===== src/rtl/program_loader.sv =====
// Framed byte-stream boot loader: SYNC, LEN, LEN data bytes, CSUM -> RAM[0..LEN-1], then releases CPU reset. Optional LOADER_TIMEOUT_EN adds an inter-byte timeout.
// Latency: outputs registered one edge after the accepting byte; rx_ready_o drops for the single WRITE cycle after each data byte.
module program_loader #(
  parameter int         ADDR_WIDTH     = 4,
  parameter int         DATA_WIDTH     = 8,
  parameter logic [7:0] SYNC_BYTE      = 8'hA5,
  parameter int         TIMEOUT_CYCLES = 1000000
) (
  input  logic                  clk,
  input  logic                  reset,
  input  logic [7:0]            rx_data_i,
  input  logic                  rx_valid_i,
  output logic                  rx_ready_o,
  output logic                  ram_we_o,
  output logic [ADDR_WIDTH-1:0] ram_addr_o,
  output logic [DATA_WIDTH-1:0] ram_data_o,
  output logic                  cpu_reset_o,
  output logic                  load_active_o,
  output logic                  load_done_o,
  output logic                  load_error_o
);

  if (DATA_WIDTH != 8) begin : g_bad_data_width
    $error("program_loader: DATA_WIDTH must be 8");
  end
  if (ADDR_WIDTH < 1 || ADDR_WIDTH > 8) begin : g_bad_addr_width
    $error("program_loader: ADDR_WIDTH must be 1..8");
  end
  if (TIMEOUT_CYCLES < 2) begin : g_bad_timeout
    $error("program_loader: TIMEOUT_CYCLES must be at least 2");
  end

  localparam logic [8:0] MAX_LEN = (ADDR_WIDTH < 8) ? 9'(1 << ADDR_WIDTH) : 9'd255;

  typedef enum logic [2:0] {
    S_IDLE, S_LEN, S_DATA, S_WRITE, S_CSUM, S_DONE, S_ERROR
  } state_t;

  state_t                r_state, w_state_nxt;
  logic [7:0]            r_len, w_len_nxt;
  logic [7:0]            r_count, w_count_nxt;
  logic [7:0]            r_acc, w_acc_nxt;
  logic                  r_we, w_we_nxt;
  logic [ADDR_WIDTH-1:0] r_addr, w_addr_nxt;
  logic [DATA_WIDTH-1:0] r_data, w_data_nxt;
  logic                  r_cpu_reset, w_cpu_reset_nxt;
  logic                  r_active, w_active_nxt;
  logic                  r_done, w_done_nxt;
  logic                  r_error, w_error_nxt;

  logic w_accept;
  logic w_in_frame;
  logic w_tmo_hit;

  assign rx_ready_o = (r_state != S_WRITE);
  assign w_accept   = rx_valid_i && rx_ready_o;
  assign w_in_frame = (r_state == S_LEN) || (r_state == S_DATA) ||
                      (r_state == S_WRITE) || (r_state == S_CSUM);

`ifdef LOADER_TIMEOUT_EN
  localparam int TMO_W = $clog2(TIMEOUT_CYCLES);
  logic [TMO_W-1:0] r_tmo;

  assign w_tmo_hit = (r_tmo == TMO_W'(TIMEOUT_CYCLES - 1));

  always_ff @(posedge clk or negedge reset) begin
    if (!reset) begin
      r_tmo <= '0;
    end else if (w_accept || !w_in_frame) begin
      r_tmo <= '0;
    end else if (!w_tmo_hit) begin
      r_tmo <= r_tmo + TMO_W'(1);
    end
  end
`else
  assign w_tmo_hit = 1'b0;
`endif

  always_comb begin
    w_state_nxt     = r_state;
    w_len_nxt       = r_len;
    w_count_nxt     = r_count;
    w_acc_nxt       = r_acc;
    w_we_nxt        = 1'b0;
    w_addr_nxt      = r_addr;
    w_data_nxt      = r_data;
    w_active_nxt    = r_active;
    w_done_nxt      = r_done;
    w_error_nxt     = r_error;
    w_cpu_reset_nxt = 1'b1;

    case (r_state)
      S_IDLE, S_DONE, S_ERROR: begin
        if (w_accept && rx_data_i == SYNC_BYTE) begin
          w_state_nxt  = S_LEN;
          w_count_nxt  = '0;
          w_acc_nxt    = '0;
          w_active_nxt = 1'b1;
          w_done_nxt   = 1'b0;
          w_error_nxt  = 1'b0;
        end
      end
      S_LEN: begin
        if (w_accept) begin
          if (rx_data_i == 8'd0 || {1'b0, rx_data_i} > MAX_LEN) begin
            w_state_nxt  = S_ERROR;
            w_error_nxt  = 1'b1;
            w_active_nxt = 1'b0;
          end else begin
            w_len_nxt   = rx_data_i;
            w_state_nxt = S_DATA;
          end
        end
      end
      S_DATA: begin
        if (w_accept) begin
          w_addr_nxt  = r_count[ADDR_WIDTH-1:0];
          w_data_nxt  = rx_data_i;
          w_we_nxt    = 1'b1;
          w_acc_nxt   = r_acc + rx_data_i;
          w_state_nxt = S_WRITE;
        end
      end
      S_WRITE: begin
        // RAM captures on this edge; the count advances alongside it.
        w_count_nxt = r_count + 8'd1;
        if (({1'b0, r_count} + 9'd1) < {1'b0, r_len}) begin
          w_state_nxt = S_DATA;
        end else begin
          w_state_nxt = S_CSUM;
        end
      end
      S_CSUM: begin
        if (w_accept) begin
          w_active_nxt = 1'b0;
          if (rx_data_i == r_acc) begin
            w_state_nxt = S_DONE;
            w_done_nxt  = 1'b1;
          end else begin
            w_state_nxt = S_ERROR;
            w_error_nxt = 1'b1;
          end
        end
      end
      default: begin
        w_state_nxt = S_IDLE;
      end
    endcase

    if (w_tmo_hit && w_in_frame && !w_accept) begin
      w_state_nxt  = S_ERROR;
      w_error_nxt  = 1'b1;
      w_active_nxt = 1'b0;
    end

    w_cpu_reset_nxt = (w_state_nxt != S_DONE);
  end

  always_ff @(posedge clk or negedge reset) begin
    if (!reset) begin
      r_state     <= S_IDLE;
      r_len       <= '0;
      r_count     <= '0;
      r_acc       <= '0;
      r_we        <= 1'b0;
      r_addr      <= '0;
      r_data      <= '0;
      r_cpu_reset <= 1'b1;
      r_active    <= 1'b0;
      r_done      <= 1'b0;
      r_error     <= 1'b0;
    end else begin
      r_state     <= w_state_nxt;
      r_len       <= w_len_nxt;
      r_count     <= w_count_nxt;
      r_acc       <= w_acc_nxt;
      r_we        <= w_we_nxt;
      r_addr      <= w_addr_nxt;
      r_data      <= w_data_nxt;
      r_cpu_reset <= w_cpu_reset_nxt;
      r_active    <= w_active_nxt;
      r_done      <= w_done_nxt;
      r_error     <= w_error_nxt;
    end
  end

  assign ram_we_o      = r_we;
  assign ram_addr_o    = r_addr;
  assign ram_data_o    = r_data;
  assign cpu_reset_o   = r_cpu_reset;
  assign load_active_o = r_active;
  assign load_done_o   = r_done;
  assign load_error_o  = r_error;

endmodule


===== config.mk =====
export PLATFORM = sky130hd
export DESIGN_NAME = program_loader
export DESIGN_NICKNAME = d
export VERILOG_FILES = /design/src/rtl/program_loader.sv
export SDC_FILE = /design/constraint.sdc
export NUM_CORES = 1
export LEC_CHECK = 0
export ABC_AREA = 0
export CORE_MARGIN = 2
export CORE_UTILIZATION = 55
export CTS_BUF_LIST = sky130_fd_sc_hd__clkbuf_8
export CTS_CLUSTER_DIAMETER = 30
export DETAILED_ROUTE_END_ITERATION = 8
export DONT_BUFFER_PORTS = 1
export PLACE_DENSITY = 0.7
export SETUP_SLACK_MARGIN = 0.5
export SLEW_MARGIN = 20
export SYNTH_ARGS = -nofsm -noshare
export SYNTH_HDL_FRONTEND = slang
export SYNTH_SLANG_ARGS = --single-unit

===== constraint.sdc =====
create_clock -name clk -period 6 [get_ports clk]
set_input_delay 1.2 -clock clk [delete_from_list [all_inputs] [get_ports clk]]
set_output_delay 1.2 -clock clk [all_outputs]
set_load 0.02 [all_outputs]

# [Yosys cells after proc, flatten, opt, wreduce, memory -nomap -nowiden]
# Cells that the tools add are included.
[op_classes] n_reduce_logical=17 magnitude_cmp=2 bitwise=1 n_eq_ne=17 add_sub_neg=3 mux=28
[op_table] operator="8-bit case mux with 2 select lines" n=2
[op_table] operator="3-bit two-way mux" n=6
[op_table] operator="8-bit two-way mux" n=2
[op_table] operator="3-bit case mux with 5 select lines" n=1
[op_table] operator="1-bit two-way mux" n=13
[op_table] operator="2-bit != test, second input constant" n=5
[op_table] operator="8-bit by 1-bit adder with 9-bit output, second input constant" n=1
[op_table] operator="3-bit equality test, second input constant" n=3
[op_table] operator="9-bit by 8-bit less-than comparator with 1-bit output" n=1
[op_table] operator="8-bit by 1-bit adder with 8-bit output, second input constant" n=1
[op_table] operator="8-bit adder" n=1
[op_table] operator="8-bit equality test" n=1
[op_table] operator="8-bit equality test, second input constant" n=1
[op_table] operator="8-bit by 5-bit greater-than comparator with 1-bit output, second input constant" n=1
[op_table] operator="8-bit logical NOT" n=1
[op_table] operator="3-bit by 2-bit equality test with 1-bit output, second input constant" n=2
[op_table] operator="1-bit case mux with 3 select lines" n=2
[op_table] operator="3-bit AND reduction" n=2
[op_table] operator="6-bit AND reduction" n=1
[op_table] operator="2-bit nonzero test" n=3
[op_table] operator="5-bit AND reduction" n=1
[op_table] operator="2-bit by 1-bit != test with 1-bit output, second input constant" n=2
[op_table] operator="2-bit AND reduction" n=2
[op_table] operator="4-bit AND reduction" n=1
[op_table] operator="other kinds (11)" n=12
[word_totals] input_bits=11 word_cells=79 out_inout_bits=18 regBits=44

# [Longest topological paths before layout]
[logic_depth] word_depth=6 mapped_depth=10 mapped_depth_nobuf=10

# [Worst setup path before layout]
# OpenSTA, ideal clock, no wires.
[synth_path] kind="in2reg" start="in rx_data_i[0]" end="reg r_acc[6]" stages=7 arrival_ps=2581 setup_time_ps=137 required_ps=5863 path_slack_ps=3282 path_buffers=0 path_cell_list="ha_1 -> fa_1 -> a21o_1 -> a21o_1 -> a21oi_1 -> mux2i_1 -> o211ai_1"
[synth_via] elab_chain_cells=4 word_cells_on_any_way=7 cone_classes="add/sub: 1; eq/ne: 2; mux: 2; reduce/logical: 2"
[synth_lines] element="start: declaration" line_no="11" source="input logic [7:0] rx_data_i,"
[synth_lines] element="branches (longest 4 deep; another with 8-bit adder)"
[synth_lines] element="end signal: assignment" line_no="176" source="r_acc <= w_acc_nxt;"
[synth_lines] element="end: declaration" line_no="42" source="logic [7:0] r_acc, w_acc_nxt;"
# Several ways; the timed one is not identified. The select of a mux whose other input is x is not followed.
# A chain may end at the register's enable or synchronous reset.

# [Worst setup path in the final report]
[layout_path] start="reg r_state[1]" end="out rx_ready_o"
[layout_via] elab_chain_cells=1
[layout_lines] element="start: declaration" line_no="39" source="state_t r_state, w_state_nxt;"
[layout_lines] element="start signal: assignment" line_no="173" source="r_state <= w_state_nxt;"
[layout_lines] element="3-bit by 2-bit != test with 1-bit output" line_no="55" source="assign rx_ready_o = (r_state != S_WRITE);"
[layout_lines] element="end: declaration" line_no="13" source="output logic rx_ready_o,"
# No other way between the ends.

==> summary.txt <==
Timing
  • Fmax achieved: 324.6 MHz
  • Max-slew violations: 0
  • Normalized max-slew margin: 0.4383
  • Post-layout min period: 3.081 ns
  • Unrepaired setup endpoints after global routing: no
  • Clock Skews: 0.01494 ns
  • Final setup viols: 0
  • Slew @ Worst Pin: 0.8426 ns
  • Period utilization: 0.5135
  • Setup slack after layout: 2.919 ns
  • Final Hold Viols: 0
  • Setup TNS: 0 ns

Routing
  • DR DRC count: 0
  • DR pass1 iterations: 5
  • Initial drt markers: 113
  • Vias: 2,103
  • Drt wl/cell: 15.53 um
  • Post-route ant nets: 0
  • Routed WL: 5683 um
  • Via density: 5.746

Final layout
  • Layout area overhead: 5.072%
  • Total Nets Final: 325
  • Most common cell after layout, fill and taps aside: nand2_1
  • Diodes inserted: 0
  • Commonest non-fill, non-tap cells in the layout: nand2_1, dfrtp_1, nor2_1
  • Fraction of layout cells with a size suffix above 1: 0.07358
  • Finished Cell Area: 2825 um2
  • Layout Utilization: 0.5981

Clock tree
  • CTS tree: built
  • Clock Latency Late Sink: 0.31 ns
  • Quantity of hold-fixing buffers added after cts: 0
  • Post-CTS resize count: 0
  • Root Driver: clkbuf_8
  • Total CTS buffers: 5
  • Clk slew on worst S/H paths: 0.10 ns
  • Max Buffers Root-to-Sink: 2
  • Number of post-CTS setup repair buffers: 0
  • Clock Sinks: 44
  • # H-tree levels: 2

Global routing
  • First-pass GRT wire length: 9563 um
  • GR peak layer: met2
  • Initial antenna violation count: 0
  • Largest net degree at the start of global routing: 45
  • Grt ovf: 0
  • M1 GR Usage: 0.3110
  • Met3 Usage GRT: 0.04252
  • Total GRT Usage: 0.2294
  • Met2 usage: 0.3671
  • Vias in the first global route: 1,996

Job
  • Max cap viols: 0

Synthesis
  • Syn nets: 331
  • Synth cell types: 60
  • Most used DFF post-synth: dfrtp_1
  • Top cells by area, synth: dfrtp_1, nand2_1, ha_1, o21ai_0, a21o_1
  • Async S/R FF share, synth: 1.000
  • Mean Syn Cell Area: 8.845 um2
  • Number of flops mapped to enable cells by yosys: 0
  • Post-synthesis register bit count: 44
  • Synthesized instance count: 304
  • Ys Warns: 0
  • Area leader, netlist: dfrtp_1
  • Post-synth top area share: 0.4002
  • Synth Cell Area: 2689 um2
  • Proportion of synthesized chip area in sequential cells: 0.4100

Worst hold path
  • Hold Crit Class: reg2reg
  • Worst Hold Launch: r_len[0]$_DFFE_PN0P_
  • Hold Crit Depth: 1
  • Hold EP: r_len[0]$_DFFE_PN0P_

Setup path
  • Reg2reg end: r_state[2]$_DFF_PN0_
  • Critical Setup Path Class: reg2out
  • Crit path launch type: register
  • CP Data Required Time: 4.80 ns
  • Critical R2R Launch: r_count[0]$_DFFE_PN0P_
  • Worst R2R Setup Slack: 3.33 ns
  • Critical path endpoint category: primary output
  • Arrival time of the worst setup path: 1.88 ns
  • Worst Path Max Fanout: 18
  • R2r worst-path depth: 9

Placement
  • Placer Congestion: 0.8684
  • Placed inst area: 2709 um2
  • Dpl hpwl: 4104 um
  • Number of port buffers: 0
  • Dpl ws: 3.129 ns

Power
  • Leak pwr: 1.367 nW
  • PwrDens: 433.5 nW/um2
  • VDD IR max: 0.0002049 V
  • Total power: 1.225 mW

Floorplanning
  • Core region area: 4723 um2
  • Die span in y: 73.92 um
  • Die X: 73.92 um
  • Row count: 25
  • Initial core utilization: 0.5693
  • Die area: 5464 um2
  • I/O pin count: 29

Status
  • Outcome: completed
==> sequential cells by signal, indices dropped and copies added (netlist names) <==
register / flops
cpu_reset_o: 1
r_len: 8
load_done_o: 1
r_state: 3
ram_addr_o: 4
r_acc: 8
ram_we_o: 1
load_active_o: 1
load_error_o: 1
r_count: 8
ram_data_o: 8
==> stage by stage <==
stage	instances	hold WS, ns
after floorplan	304	0.4636
after global placement	358	0.4819
after detailed placement	358	0.4921
after CTS	366	0.5146
after global routing	366	0.5440
final	366	0.5158
==> report_power, final <==
part | internal, mW | switching (mW) | leakage [nW] | total (mW)
clock | 0.125 | 0.109 | 0.0583 | 0.234
sequential | 0.395 | 0.163 | 0.528 | 0.558
combinational | 0.194 | 0.239 | 0.781 | 0.433
total | 0.715 | 0.510 | 1.37 | 1.22
==> cells by family after synthesis <==
| logic type | after synthesis | share of synthesized area |
|---|---|---|
| mux | 6 | 0.02327 |
| buf+inv | 31 | 0.04885 |
| simple gates | 130 | 0.2336 |
| fa+ha+maj | 17 | 0.08143 |
| xor+xnor | 11 | 0.03583 |
| compound gates | 65 | 0.1671 |
| flops | 44 | 0.4100 |
==> worst max-delay path, cell delays in order (launching register included) <==
cell	delay, ns
dfrtp_1	0.70
nand2_1	0.20
nor2_2	0.29
clkinv_1	0.39
==> synthesized netlist by cell type (4+ instances only) <==
| cell type | instances |
|---|---|
| xor2_1 | 5 |
| dfrtp_1 | 43 |
| o21ai_0 | 15 |
| mux2i_1 | 4 |
| inv_1 | 16 |
| buf_2 | 6 |
| clkbuf_1 | 4 |
| nor3_1 | 5 |
| nor2b_1 | 5 |
| a21oi_1 | 11 |
| and2_1 | 4 |
| nand2_1 | 64 |
| ha_1 | 15 |
| nand2b_1 | 4 |
| o22ai_1 | 6 |
| nor2_1 | 18 |
| a21o_1 | 9 |
| xnor2_1 | 6 |
| nand3_1 | 8 |
| nand4_1 | 5 |
==> how the worst max path moves through the flow <==
stage                         start                      to  slack, ns  cells past startpoint
6_report       r_state[1]$_DFF_PN0_              rx_ready_o       2.92                      3
4_1_cts        r_state[1]$_DFF_PN0_              rx_ready_o       2.95                      3
3_5_place_dp           rx_data_i[1]  r_count[5]$_DFFE_PN0P_       3.13                      5
3_3_place_gp           rx_data_i[1]  r_count[5]$_DFFE_PN0P_       3.19                      5
5_1_grt        r_state[1]$_DFF_PN0_              rx_ready_o       2.79                      3
2_1_floorplan          rx_data_i[0]    r_acc[6]$_DFFE_PN0P_       3.28                      7
==> layer usage <==
layer,up-vias,routed length [um]
met5,-,0
met2,39,2710
met3,9,187
met1,1009,2696
met4,0,88
li1,1046,-
==> area by class of cell <==
type / count / area [um2]
Clock buffer: 5 / 68.82
Clock inverter: 3 / 47.55
Fill cell: 421 / 1898
Inverter: 18 / 67.56
Multi-Input combinational cell: 229 / 1455
Sequential cell: 44 / 1102
Tap cell: 67 / 83.83
(Power assumes the default switching activity.)
